==> config.mk <==
export PLATFORM = sky130hd
export DESIGN_NAME = decoder_grant_arbiter
export DESIGN_NICKNAME = d
export VERILOG_FILES = /design/src/rtl/arb_pkg.sv /design/src/rtl/_3to8decoder.sv /design/src/rtl/decoder_grant_arbiter.sv
export SDC_FILE = /design/constraint.sdc
export NUM_CORES = 1
export LEC_CHECK = 0
export CAP_MARGIN = 20
export CORE_ASPECT_RATIO = 1.1
export CORE_MARGIN = 3
export CORE_UTILIZATION = 50
export CTS_CLUSTER_DIAMETER = 100
export DETAILED_ROUTE_END_ITERATION = 8
export PLACE_DENSITY = 0.79
export SETUP_SLACK_MARGIN = 0.1
export SLEW_MARGIN = 20
export SYNTH_ARGS = -nofsm -noshare
export SYNTH_HDL_FRONTEND = slang
export SYNTH_SLANG_ARGS = --single-unit
==> constraint.sdc <==
create_clock -name CLK -period 3.53 [get_ports CLK]
set_clock_uncertainty 0.2 [all_clocks]
set_input_delay 0.706 -clock CLK [delete_from_list [all_inputs] [get_ports CLK]]
set_output_delay 0.706 -clock CLK [all_outputs]
set_load 0.02 [all_outputs]
==> src/rtl/arb_pkg.sv <==
// Shared types and helpers for the 8-way round-robin grant arbiter.
package arb_pkg;

  localparam int unsigned N_REQ = 8;
  localparam int unsigned SEL_W = 3;

  typedef enum logic [1:0] {
    StIdle  = 2'd0,
    StGrant = 2'd1,
    StGuard = 2'd2
  } state_e;

  // First set request strictly after `last`, wrapping modulo N_REQ; `last` itself is checked last.
  function automatic logic [SEL_W-1:0] rr_pick(input logic [N_REQ-1:0] req,
                                                input logic [SEL_W-1:0] last);
    logic [SEL_W-1:0] pick;
    logic [SEL_W-1:0] idx;
    logic             found;
    pick  = last;
    found = 1'b0;
    for (int unsigned i = 1; i <= N_REQ; i++) begin
      idx = last + SEL_W'(i);
      if (!found && req[idx]) begin
        pick  = idx;
        found = 1'b1;
      end
    end
    return pick;
  endfunction

endpackage

==> src/rtl/_3to8decoder.sv <==
// Plain 3-to-8 one-hot decoder: D2..D0 select which OUTn is high.
module _3to8decoder (
  input  logic D2,
  input  logic D1,
  input  logic D0,
  output logic OUT7,
  output logic OUT6,
  output logic OUT5,
  output logic OUT4,
  output logic OUT3,
  output logic OUT2,
  output logic OUT1,
  output logic OUT0
);

  logic [2:0] d;

  assign d    = {D2, D1, D0};
  assign OUT0 = (d == 3'd0);
  assign OUT1 = (d == 3'd1);
  assign OUT2 = (d == 3'd2);
  assign OUT3 = (d == 3'd3);
  assign OUT4 = (d == 3'd4);
  assign OUT5 = (d == 3'd5);
  assign OUT6 = (d == 3'd6);
  assign OUT7 = (d == 3'd7);

endmodule

==> src/rtl/decoder_grant_arbiter.sv <==
// 8-way round-robin arbiter: registered winner index, decoded one-hot grant gated by state,
// per-grant hold timeout and a guard gap between consecutive grants.
module decoder_grant_arbiter
  import arb_pkg::*;
#(
  parameter int unsigned MAX_HOLD     = 16,
  parameter int unsigned GUARD_CYCLES = 1
) (
  input  logic       CLK,
  input  logic       RST_N,
  input  logic [7:0] REQ,
  output logic [7:0] GNT,
  output logic [2:0] SEL,
  output logic       BUSY,
  output logic       TIMEOUT
);

  localparam int unsigned HoldW  = $clog2(MAX_HOLD + 1);
  localparam int unsigned GuardW = $clog2(GUARD_CYCLES + 1);

  state_e            state_q, state_d;
  logic [SEL_W-1:0]  sel_q, sel_d;
  logic [HoldW-1:0]  hold_q, hold_d;
  logic [GuardW-1:0] guard_q, guard_d;
  logic              timeout_q, timeout_d;
  logic [N_REQ-1:0]  dec_raw;

  _3to8decoder u_dec (
    .D2  (sel_q[2]),
    .D1  (sel_q[1]),
    .D0  (sel_q[0]),
    .OUT7(dec_raw[7]),
    .OUT6(dec_raw[6]),
    .OUT5(dec_raw[5]),
    .OUT4(dec_raw[4]),
    .OUT3(dec_raw[3]),
    .OUT2(dec_raw[2]),
    .OUT1(dec_raw[1]),
    .OUT0(dec_raw[0])
  );

  always_ff @(posedge CLK or negedge RST_N) begin
    if (!RST_N) begin
      state_q   <= StIdle;
      sel_q     <= 3'd7;
      hold_q    <= '0;
      guard_q   <= '0;
      timeout_q <= 1'b0;
    end else begin
      state_q   <= state_d;
      sel_q     <= sel_d;
      hold_q    <= hold_d;
      guard_q   <= guard_d;
      timeout_q <= timeout_d;
    end
  end

  always_comb begin
    state_d   = state_q;
    sel_d     = sel_q;
    hold_d    = hold_q;
    guard_d   = guard_q;
    timeout_d = 1'b0;
    unique case (state_q)
      StIdle: begin
        if (REQ != '0) begin
          sel_d   = rr_pick(REQ, sel_q);
          hold_d  = '0;
          state_d = StGrant;
        end
      end
      StGrant: begin
        // A release wins over expiry, so a simultaneous drop never raises TIMEOUT.
        if (!REQ[sel_q]) begin
          guard_d = '0;
          state_d = StGuard;
        end else if (hold_q == HoldW'(MAX_HOLD - 1)) begin
          guard_d   = '0;
          timeout_d = 1'b1;
          state_d   = StGuard;
        end else begin
          hold_d = hold_q + 1'b1;
        end
      end
      StGuard: begin
        if (guard_q == GuardW'(GUARD_CYCLES - 1)) begin
          state_d = StIdle;
        end else begin
          guard_d = guard_q + 1'b1;
        end
      end
      default: state_d = StIdle;
    endcase
  end

  always_comb begin
    GNT     = dec_raw & {N_REQ{state_q == StGrant}};
    SEL     = sel_q;
    BUSY    = (state_q == StGrant) || (state_q == StGuard);
    TIMEOUT = timeout_q;
  end

endmodule

Word-level counts from Yosys, hierarchy flattened
Index checks and enable logic that the tools add are counted.
W data, S select, Z words.
{ "totals": {"inputBits": 10, "out_inout_bits": 13, "reg_bits": 12} }
{ "classes": {"n_bitwise": 2, "muxes": 60, "n_eq_ne": 15, "reduce_logical": 25, "add_sub_neg": 9, "magnitude_cmp": 8} }
{ "ops": {"columns": ["op", "n"], "rows": [
  ["$mux W1", 35],
  ["$lt A3 B4 Y1 const B", 8],
  ["$bmux W1 S3", 8],
  ["$mux W3", 7],
  ["$mux W5", 3],
  ["$add A3 B3 Y3 const B", 4],
  ["$eq A3 B3 Y1 const B", 4],
  ["$pmux W5 S2", 1],
  ["$and A8 B8 Y8", 1],
  ["$mux W2", 4],
  ["$ne A2 B2 Y1 const B", 4],
  ["$reduce_and A4 Y1", 2],
  ["$reduce_bool A8 Y1", 1],
  ["$logic_and A1 B1 Y1", 7],
  ["$logic_not A1 Y1", 7],
  ["$reduce_bool A7 Y1", 1],
  ["$add A3 B2 Y3 const B", 2],
  ["$eq A3 B2 Y1 const B", 2],
  ["$pmux W2 S3", 1],
  ["$add A5 B1 Y5 const B", 1],
  ["$eq A5 B4 Y1 const B", 1],
  ["$reduce_bool A2 Y1", 2],
  ["$add A3 B1 Y3 const B", 1],
  ["$eq A3 B1 Y1 const B", 1],
  ["11 further kinds", 11]
]} }

Longest topological paths before layout
Gate-level depths: netlist (run 1).
{ "depth": {"ltp_word": 40, "ltp_mapped": 12} }

Cells and area by module
From an unflattened synthesis (run 1), not the netlist that was laid out.
{ "hier_totals": {"cells_unflattened": 156, "area_unflattened_um2": 1415.1} }
{ "by_module_without_submodules": {"columns": ["mod", "area_per_inst_um2", "cells_each", "instances"], "rows": [
  ["decoder_grant_arbiter", 1350.0, 148, 1],
  ["_3to8decoder", 65.1, 8, 1]
]} }

Worst setup path after synthesis (run 1)
Ideal clock, no wire load.
{ "synth_path": {"path_type": "flip-flop to flip-flop", "from": "register sel_q[1] (netlist: SEL[1])", "to": "register sel_q[1] (netlist: SEL[1])", "required_ps": 3244, "stages_incl_launch_ff": 12, "arrival_ps": 3156, "period_less_slack_ps": 3442, "setup_ps": 86, "path_slack_ps": 88, "path_cell_list": "dfstp_2 buf_4 buf_4 inv_1 ha_1 xnor2_1 mux2_2 a221o_1 or4_1 o311ai_1 a22oi_2 o31ai_2"} }
{ "synth_via": {"elab_chain_cells": 40, "word_cells_on_any_way": 68, "classes_between": "add/sub: 7; mux: 44; bitwise: 1; reduce/logical: 16"} }
{ "synth_lines": {"columns": ["element", "line", "text"], "rows": [
  ["start: declaration", "decoder_grant_arbiter.sv:22", "logic [SEL_W-1:0] sel_q, sel_d;"],
  ["start signal: assignment", "decoder_grant_arbiter.sv:51", "sel_q <= sel_d;"],
  ["$add A3 B1 Y3", "arb_pkg.sv:22", "idx = last + SEL_W'(i);"],
  ["$bmux W1 S3", "arb_pkg.sv:23", "if (!found && req[idx]) begin"],
  ["$mux W1 (implied by the code)", "arb_pkg.sv:23", null],
  ["$mux W1", "arb_pkg.sv:23", null],
  ["$mux W1", "decoder_grant_arbiter.sv:66", "if (REQ != '0) begin"],
  ["$mux W1", "decoder_grant_arbiter.sv:64", "unique case (state_q)"],
  ["$logic_not A1 Y1", "arb_pkg.sv:23", null],
  ["$logic_and A1 B1 Y1", "arb_pkg.sv:23", null],
  ["[... 24 more ...]", null, null],
  ["$logic_and A1 B1 Y1", "arb_pkg.sv:23", null],
  ["$mux W1", "arb_pkg.sv:23", null],
  ["$mux W1", "decoder_grant_arbiter.sv:66", null],
  ["$mux W1", "decoder_grant_arbiter.sv:64", null],
  ["$logic_not A1 Y1", "arb_pkg.sv:23", null],
  ["$logic_and A1 B1 Y1", "arb_pkg.sv:23", null],
  ["$not A1 Y1 (no line)", null, null],
  ["$reduce_and A4 Y1 (no line)", null, null]
]} }
Parallel ways exist; a longest one is shown, timed or not. The select of a mux whose other input is x is not followed.
A chain may end at the register's enable or synchronous reset.

Worst setup path after layout (run 1)
Ends and elaborated chain as after synthesis.

==> results of run 1 <==
## metal layers
layer / share of wire / vias to the layer above
met5: 0 / -
met4: 0.030 / 0
met3: 0.082 / 12
met2: 0.52 / 76
met1: 0.37 / 728
li1: - / 700
## Yosys cell counts, drive strengths merged (5+ instances only)
cell	instances	share of area
buf	8	0.037
o21ai	12	0.038
mux4	11	0.16
mux2	10	0.072
inv	9	0.022
and3	6	0.024
dfrtp	8	0.13
nand3	5	0.016
a21oi	5	0.016
nand2	11	0.026
mux2i	7	0.045
ha	12	0.096
and2	8	0.032
nor2	11	0.026
## state kept, by name, indices dropped and copies added (netlist names)
register  count
TIMEOUT       1
SEL           3
state_q       2
hold_q        5
## per-stage QoR
step / hold slack (ns) / instance area (µm²) / std cells / setup WS (ns)
final: 0.2801 / 1924 / 233 / 0.2387
after global routing: 0.3259 / 1924 / 233 / 0.08571
after CTS: 0.2865 / 1904 / 233 / 0.2077
after detailed placement: 0.2709 / 1878 / 229 / 0.1036
after global placement: 0.2632 / 1878 / 229 / 0.1646
after floorplan: 0.2104 / 1578 / 170 / 0.1646
## how the worst max path moves through the flow
stage | from | end | slack, ns
detailed placement | REQ[7] | SEL[1] | 0.10
global route | SEL[1] | SEL[0] | 0.09
floorplan | SEL[1] | SEL[1] | 0.16
finish | SEL[1] | SEL[1] | 0.24
CTS | SEL[1] | SEL[1] | 0.21
global placement | REQ[7] | SEL[1] | 0.16
## cell families (layout without fill, tap and decap cells)
family,after synthesis,count (layout),share of synthesized area
flip-flops,11,11,0.1777
AND/OR/NAND/NOR,58,58,0.1960
buffers and inverters,19,49,0.06375
adder cells (fa/ha/maj),12,12,0.09561
multiplexers,28,28,0.2765
AO/OA/AOI/OAI,39,39,0.1737
XOR/XNOR,3,3,0.01674
## cell type report
cell class              count  share of cell area
clock buffers               4             0.01365
inverters                   9             0.01756
multi-input cells         140              0.6333
well taps                  33             0.02146
repair buffers             36              0.1691
flip-flops and latches     11              0.1450
## layout by cell type, fill, tap and decap left out, types with 5 or more instances in the layout
master / n
inv_1: 8
and2_1: 8
a21oi_1: 5
clkdlybuf4s50_1: 22
nor2_1: 11
buf_4: 14
o21ai_0: 11
mux2_2: 9
dfrtp_1: 8
mux4_2: 10
and3_1: 6
nand3_1: 5
nand2_1: 11
ha_1: 11
mux2i_1: 7
## tightest hold or removal path: stages (launching register included)
cell,delay [ns]
dfrtp_1,0.35
nand2_1,0.04
o21ai_0,0.06
## what timing repair did
| action | in CTS | in global routing |
|---|---|---|
| setup endpoints to repair | 0 | 3 |
| gates resized for setup | 0 | 3 |
| hold buffers | 0 | 0 |
==> impl_metrics.env, run 1 <==
export IMPL_status="finished, final reports clean"
export IMPL_clock_sinks=11
export IMPL_std_cell_rows=20
export IMPL_die_area_mm2=0.003850
export IMPL_drive_above_1_share=0.2300
export IMPL_fmax_ghz=0.3038
export IMPL_crit_buf_inv=2
export IMPL_postRouteAntennaNets=0
export IMPL_crit_slowest_cell="dfstp_2"
export IMPL_dieWidth_um=59.43
export IMPL_seqCellArea_um2=279.0
export IMPL_end_kind="flop"
export IMPL_vias=1516
export IMPL_drv_slew=0
export IMPL_drt_pass1_iterations=4
export IMPL_worstSkewPairLatency_ns=0.27
export IMPL_min_path_cells=2
export IMPL_crit_path_start_kind="flop"
export IMPL_grt_use_met3=0.03586
export IMPL_r2r_cells=10
export IMPL_grt_pass1_vias=1474
export IMPL_min_delay_start="hold_q[4]"
export IMPL_post_cts_setup_buffers=0
export IMPL_hold_end="hold_q[4]"
export IMPL_fillCellCount=226
export IMPL_rr_endpoint="SEL[1]"
export IMPL_finalHoldViolations=0
export IMPL_ys_flop_type="dfrtp_1"
export IMPL_nets=223
export IMPL_clk_pin_slew_ns=0.07
export IMPL_arrival_ns=3.28
export IMPL_required_ns=3.52
export IMPL_numCtsBuffers=3
export IMPL_regToRegSetupSlack_ns=0.24
export IMPL_antenna_found_initial=0
export IMPL_fp_dieH_um=64.78
export IMPL_initial_core_util=0.5457
export IMPL_place_gp_congestion=0.9337
export IMPL_timing_max_cap_violations=0
export IMPL_wl_per_cell_um=17.45
export IMPL_min_period_ns=3.291
export IMPL_wirelength_mm=4.066
export IMPL_grtUsageMet2=0.3852
export IMPL_worst_pin_slew_ns=0.4939
export IMPL_core_mm2=0.002878
export IMPL_io_pins=23
export IMPL_worstPathCellList="inv_1 > ha_2 > buf_4 > mux2i_1 > mux2_2 > a221o_1 > or4_1 > o311ai_1 > a22oi_2 > o31ai_2"
export IMPL_finalSetupTns_ns=0
export IMPL_worstSetupPathDepth=10
export IMPL_h_tree_depth=1
export IMPL_grt_pass1_wl_mm=6.748
export IMPL_dpl_hpwl_mm=3.165
export IMPL_cts_root_buf="clkbuf_4"
export IMPL_insertedDiodeCount=0
export IMPL_worstSetupPathType="flop to flop"
export IMPL_crit_path_max_incr_delay_ns=0.55
export IMPL_rsz0062_at_grt="false"
export IMPL_ys_warn_count=0
export IMPL_r2r_start="SEL[1]"
export IMPL_finalCritPeriodShare=0.9324
export IMPL_hold_class="flop to flop"
export IMPL_portBuffers=22
export IMPL_ys_seq_area_frac=0.1777
export IMPL_synthToLayoutAreaGrowth_pct=22.55
export IMPL_grt_ovfl_total=0
export IMPL_use_met1=0.2786
export IMPL_top_usage_layer="met2"
export IMPL_syn_inst=170
export IMPL_route_detailed_drc=0
export IMPL_multi_input_area_mm2=0.001219
export IMPL_clk_path_buf_depth=2
export IMPL_path_max_fanout=7
export IMPL_setup_violations=0
export IMPL_fin_util=0.6687
export IMPL_maxSlewHeadroom=0.6697
export IMPL_postSynthRegisterBits=11
export IMPL_synth_edf_count=0
export IMPL_crit_family="compound AO/OA/AOI/OAI gates"
export IMPL_avgSynthCellArea_um2=9.237
export IMPL_first_iter_violations=78
export IMPL_grt_use_total=0.2258
export IMPL_cts_tree="done"
export IMPL_via_per_inst=6.506
export IMPL_grt_max_degree=21
export IMPL_yosysUniqueCellTypes=50
export IMPL_synth_cell_area_mm2=0.001570
export IMPL_async_flop_share=1.000
export IMPL_syn_nets=192
Power of run 1 is left out: the tool's default activity adds up to more than one toggle a clock period on the data nets, which glitch-free logic cannot reach.
==> inputs of run 2 (changes only) <==
--- a/config.mk
+++ b/config.mk
@@ -8,7 +8,7 @@
 export CAP_MARGIN = 20
 export CORE_ASPECT_RATIO = 1.1
 export CORE_MARGIN = 3
-export CORE_UTILIZATION = 50
+export CORE_UTILIZATION = 49
 export CTS_CLUSTER_DIAMETER = 100
 export DETAILED_ROUTE_END_ITERATION = 8
 export PLACE_DENSITY = 0.79
@@ -16,4 +16,5 @@
 export SLEW_MARGIN = 20
 export SYNTH_ARGS = -nofsm -noshare
 export SYNTH_HDL_FRONTEND = slang
+export SYNTH_HIERARCHICAL = 1
 export SYNTH_SLANG_ARGS = --single-unit
==> run 2 against run 1 <==
  * First-iteration DRC count is 24% lower
  * Setup slack better by 0.14 ns
  * Largest cell class unchanged
  * Worst hold slack better by 0.031 ns
  * Cell count is 9.9% lower
  * Sequential share of layout area is 2.1 points higher
  * Die area is 7.3% lower
  * Maximum frequency is 4.4% higher
  * Critical path type unchanged
  * Core utilization is 2.4 points lower
==> impl_metrics.env, run 2 <==
export IMPL_arrival_ns=3.16
export IMPL_end_kind="flop"
export IMPL_numCtsBuffers=3
export IMPL_worstPathCellList="inv_1 > ha_1 > mux4_1 > mux2i_2 > nor3b_4 > a41o_2 > nor4_1 > nor3_1 > nand2_1"
export IMPL_path_max_fanout=12
export IMPL_wirelength_mm=3.307
export IMPL_portBuffers=22
export IMPL_crit_slowest_cell="ha_1"
export IMPL_cts_root_buf="clkbuf_4"
export IMPL_synth_cell_area_mm2=0.001415
export IMPL_crit_path_max_incr_delay_ns=0.56
export IMPL_yosysTopAreaCellShare=0.1415
export IMPL_grt_ovfl_total=0
export IMPL_status="finished, final reports clean"
export IMPL_grt_max_degree=23
export IMPL_place_gp_congestion=0.8990
export IMPL_layout_cells_non_filler=210
export IMPL_whs_ns=0.3114
export IMPL_synth_area_leaders="dfrtp_1 (14%), mux4_2 (8.0%), dfstp_2 (5.6%)"
export IMPL_drt_pass1_iterations=4
export IMPL_route_detailed_drc=0
export IMPL_final_cell_mix="clkdlybuf4s50_1 (22), nor2_1 (13), nand2_1 (11)"
export IMPL_power_density_mw_per_mm2=1109
export IMPL_placedCellCount=206
export IMPL_postRouteAntennaNets=0
export IMPL_min_period_ns=3.151
export IMPL_finalHoldViolations=0
export IMPL_clk_path_buf_depth=2
export IMPL_dieWidth_um=57.24
export IMPL_async_flop_share=1.000
export IMPL_std_cell_rows=19
export IMPL_synthToLayoutAreaGrowth_pct=19.10
export IMPL_post_cts_setup_buffers=0
export IMPL_antenna_found_initial=0
export IMPL_wl_per_cell_um=15.75
export IMPL_worst_pin_slew_ns=0.5608
export IMPL_io_pins=23
export IMPL_postSynthRegisterBits=11
export IMPL_placed_area_mm2=0.001659
export IMPL_setup_violations=0
export IMPL_grt_use_total=0.1904
export IMPL_drv_slew=0
export IMPL_design_area_mm2=0.001685
export IMPL_nets=196
export IMPL_grt_pass1_vias=1186
export IMPL_insertedDiodeCount=0
export IMPL_regToRegSetupSlack_ns=0.38
export IMPL_worstSetupPathType="flop to flop"
export IMPL_worstSkewPairLatency_ns=0.27
export IMPL_rsz0062_at_grt="false"
export IMPL_ys_flop_type="dfrtp_1"
export IMPL_finalCritPeriodShare=0.8927
export IMPL_clock_sinks=11
export IMPL_p_total_mw=1.870
export IMPL_fp_dieH_um=62.36
export IMPL_die_area_mm2=0.003569
export IMPL_first_iter_violations=59
export IMPL_top_register="hold_q"
export IMPL_p_leak_nw=0.6914
export IMPL_syn_nets=172
export IMPL_netlist_top_cell_by_area="dfrtp_1"
export IMPL_synth_edf_count=0
export IMPL_finalSetupTns_ns=0
export IMPL_dpl_hpwl_mm=2.548
export IMPL_ys_warn_count=6
export IMPL_cts_tree="done"
export IMPL_timing_max_cap_violations=0
export IMPL_ys_seq_area_frac=0.1972
export IMPL_fmax_ghz=0.3173
export IMPL_clk_pin_slew_ns=0.07
export IMPL_synth_most_common_cell="nor2_1"
export IMPL_required_ns=3.54
export IMPL_largest_reg_flops=5
export IMPL_h_tree_depth=1
export IMPL_yosysUniqueCellTypes=47
export IMPL_grt_pass1_wl_mm=5.533
export IMPL_drive_above_1_share=0.1397
export IMPL_via_per_inst=6.343
export IMPL_ir_worst_vdd_mv=0.7098
export IMPL_crit_path_start_kind="flop"
export IMPL_synth_common_cells="nor2_1 (13), nand2_1 (11), inv_1 (10), a21oi_1 (9), and2_1 (9)"
export IMPL_core_mm2=0.002615
export IMPL_hold_class="flop to flop"
export IMPL_maxSlewHeadroom=0.6249
export IMPL_cts_hold_buf=0
export IMPL_vias=1332
export IMPL_syn_inst=156
export IMPL_initial_core_util=0.5411
export IMPL_final_common_cell="clkdlybuf4s50_1"
export IMPL_avgSynthCellArea_um2=9.071
export IMPL_ctsResizeCount=0
[run 2: changes by cell type after synthesis, moves of 5 or more]
cell,change
mux4_2,-5
buf_4,-5
ha_1,-6
o21ai_0,-8
nor3b_1,+5
mux2_2,-6
[run 2: final timing paths]
path,cells after the start,endpoint,start
hold / removal,2,hold_q[1],hold_q[1]
max in group asynchronous,1,SEL[1],RST_N
min in group asynchronous,1,hold_q[4],RST_N
setup / recovery,9,SEL[1],SEL[1]
setup reg to reg,9,SEL[1],SEL[1]
hold reg to reg,2,hold_q[1],hold_q[1]
[run 2: layout make-up]
class	instances	area (µm²)
multi-input cells	130	1069
repair buffers	24	235.2
fillers	219	929.6
well taps	31	38.79
clock buffers	4	26.28
flip-flops and latches	11	279.0
inverters	10	37.54
[run 2: where the power goes]
part,total [mW],leakage (nW),switching (mW),internal (mW)
Clock,0.0864,0.0150,0.0426,0.0439
Sequential,0.226,0.140,0.0475,0.179
Combinational,1.56,0.537,0.853,0.703
Total,1.87,0.691,0.943,0.926
[run 2: per-stage QoR]
step | utilization | setup slack [ns]
floorplan | - | 0.3902
global placement | 0.6345 | 0.2502
detailed placement | 0.6345 | 0.2069
CTS | 0.6445 | 0.4062
global route | 0.6445 | 0.2212
finish | 0.6445 | 0.3787
[run 2: cells by family after synthesis]
logic type                 Yosys count  synth area share
and+or+nand+nor                     65            0.2688
AOI/OAI and AO/OA                   31            0.1459
muxes                               22            0.2502
buffers and inverters               15           0.04774
DFF                                 11            0.1972
xor gates and xnor gates             6           0.03713
adders and majority gates            6           0.05305
[run 2: worst max-delay path: cells and delay by family, from the launching register on]
kind	cells	cell delay (ns)
simple gates	4	0.66
compound gates	1	0.30
mux	2	0.78
fa+ha+maj	1	0.56
flops	1	0.53
buf+inv	1	0.06
[run 2: per-layer routing]
| layer | global-route usage | wire length [µm] | up-vias |
|---|---|---|---|
| met5 | 0 | 0 | - |
| met4 | 0.03478 | 25 | 0 |
| met3 | 0.04762 | 212 | 4 |
| met2 | 0.3186 | 1691 | 53 |
| met1 | 0.2487 | 1376 | 640 |
| li1 | - | - | 635 |
Power figures use the tool's default switching activity.
==> inputs of run 3 (changes only) <==
--- a/config.mk
+++ b/config.mk
@@ -6,7 +6,6 @@
 export NUM_CORES = 1
 export LEC_CHECK = 0
 export CAP_MARGIN = 20
-export CORE_ASPECT_RATIO = 1.1
 export CORE_MARGIN = 3
 export CORE_UTILIZATION = 49
 export CTS_CLUSTER_DIAMETER = 100
==> run 3 against run 2 <==
  * First-iteration DRC count is 1.7% lower
  * Setup slack got worse by 0.056 ns
  * Register-to-register slack lost 0.06 ns
  * Highest routed layer unchanged
  * Critical path type unchanged
  * Non-clock buffer count did not move
==> impl_metrics.env, run 3 (synthesized netlist as in run 2, its figures left out) <==
export IMPL_worstSetupPathType="flop to flop"
export IMPL_maxSlewHeadroom=0.6574
export IMPL_layout_cells_non_filler=209
export IMPL_cts_hold_buf=0
export IMPL_path_max_fanout=12
export IMPL_fin_util=0.6446
export IMPL_antenna_found_initial=0
export IMPL_timing_max_cap_violations=0
export IMPL_status="finished, final reports clean"
export IMPL_p_leak_nw=0.6914
export IMPL_postRouteAntennaNets=0
export IMPL_dpl_hpwl_mm=2.589
export IMPL_rsz0062_at_grt="false"
export IMPL_io_pins=23
export IMPL_finalHoldViolations=0
export IMPL_grt_max_degree=23
export IMPL_ir_worst_vdd_mv=0.7993
export IMPL_final_common_cell="clkdlybuf4s50_1"
export IMPL_arrival_ns=3.23
export IMPL_wirelength_mm=3.346
export IMPL_cts_root_buf="clkbuf_4"
export IMPL_hold_class="flop to flop"
export IMPL_clock_sinks=11
export IMPL_nets=196
export IMPL_drive_above_1_share=0.1397
export IMPL_power_density_mw_per_mm2=1117
export IMPL_vias=1332
export IMPL_largest_reg_flops=5
export IMPL_route_detailed_drc=0
export IMPL_cts_tree="done"
export IMPL_first_iter_violations=58
export IMPL_std_cell_rows=18
export IMPL_p_total_mw=1.882
export IMPL_post_cts_setup_buffers=0
export IMPL_grt_pass1_vias=1314
export IMPL_h_tree_depth=1
export IMPL_worstSkewPairLatency_ns=0.27
export IMPL_die_area_mm2=0.003569
export IMPL_crit_path_start_kind="flop"
export IMPL_required_ns=3.55
export IMPL_fp_dieH_um=59.74
export IMPL_worst_pin_slew_ns=0.5122
export IMPL_fmax_ghz=0.3118
export IMPL_via_per_inst=6.373
export IMPL_drv_slew=0
export IMPL_final_cell_mix="clkdlybuf4s50_1 (22), nor2_1 (13), nand2_1 (11)"
export IMPL_end_kind="flop"
export IMPL_dieWidth_um=59.74
export IMPL_top_register="hold_q"
export IMPL_place_gp_congestion=0.9306
export IMPL_grt_pass1_wl_mm=5.816
export IMPL_regToRegSetupSlack_ns=0.32
export IMPL_clk_path_buf_depth=2
export IMPL_setup_violations=0
export IMPL_grt_use_total=0.2105
export IMPL_finalCritPeriodShare=0.9085
export IMPL_initial_core_util=0.5417
export IMPL_grt_ovfl_total=0
export IMPL_ctsResizeCount=0
export IMPL_wl_per_cell_um=16.01
export IMPL_insertedDiodeCount=0
export IMPL_placedCellCount=205
export IMPL_portBuffers=22
export IMPL_synthToLayoutAreaGrowth_pct=19.01
export IMPL_finalSetupTns_ns=0
export IMPL_core_mm2=0.002613
export IMPL_min_period_ns=3.207
export IMPL_clk_pin_slew_ns=0.08
export IMPL_numCtsBuffers=3
export IMPL_drt_pass1_iterations=4
-- run 3: cell counts in the layout (fill, tap and decap cells not counted) --
No cell type changed its count.
-- run 3: worst paths after layout --
kind / start / endpoint / depth (start not counted)
min in group asynchronous: RST_N / TIMEOUT / 1
max in group asynchronous: RST_N / SEL[1] / 1
worst min register to register: hold_q[4] / hold_q[4] / 2
worst min-delay path: hold_q[4] / hold_q[4] / 2
worst max-delay path: SEL[1] / SEL[1] / 9
worst max register to register: SEL[1] / SEL[1] / 9
-- run 3: power breakdown --
| group | switching [mW] | total (mW) | internal [mW] |
|---|---|---|---|
| Combinational | 0.863 | 1.57 | 0.703 |
| Sequential | 0.0480 | 0.227 | 0.179 |
| Clock | 0.0441 | 0.0879 | 0.0438 |
-- run 3: layer usage --
| layer | vias to the layer above | track usage | share of wire |
|---|---|---|---|
| met4 | 0 | 0.04430 | 0.0075 |
| met5 | - | 0 | 0 |
| met2 | 47 | 0.3472 | 0.49 |
| met1 | 642 | 0.2821 | 0.44 |
| met3 | 6 | 0.04536 | 0.060 |
| li1 | 637 | - | - |
-- run 3: area by class of cell --
class	count	area, µm²
clock buffer	4	26.28
inverter	10	37.54
sequential	11	279.0
multi-input combinational	130	1069
timing repair buffer	24	235.2
tap	30	37.54
fill	207	928.4
-- run 3: worst max-delay path, cell delays in order, from the launching register on --
cell and delay [ns]:
dfstp_2 0.54, inv_1 0.07, ha_1 0.58, mux4_1 0.47
mux2_4 0.34, nor3b_4 0.24, nand3b_1 0.20, nor4_1 0.33
nor3_1 0.10, nand2_1 0.08
-- run 3: through the flow --
step                cell area, µm²  worst slack, ns  hold WS, ns
finish                        1684           0.3230       0.2849
global route                  1684           0.1877       0.3210
CTS                           1684           0.4284       0.2918
detailed placement            1658           0.2199       0.2757
global placement              1658           0.2761       0.2662
floorplan                     1415           0.3902       0.2104
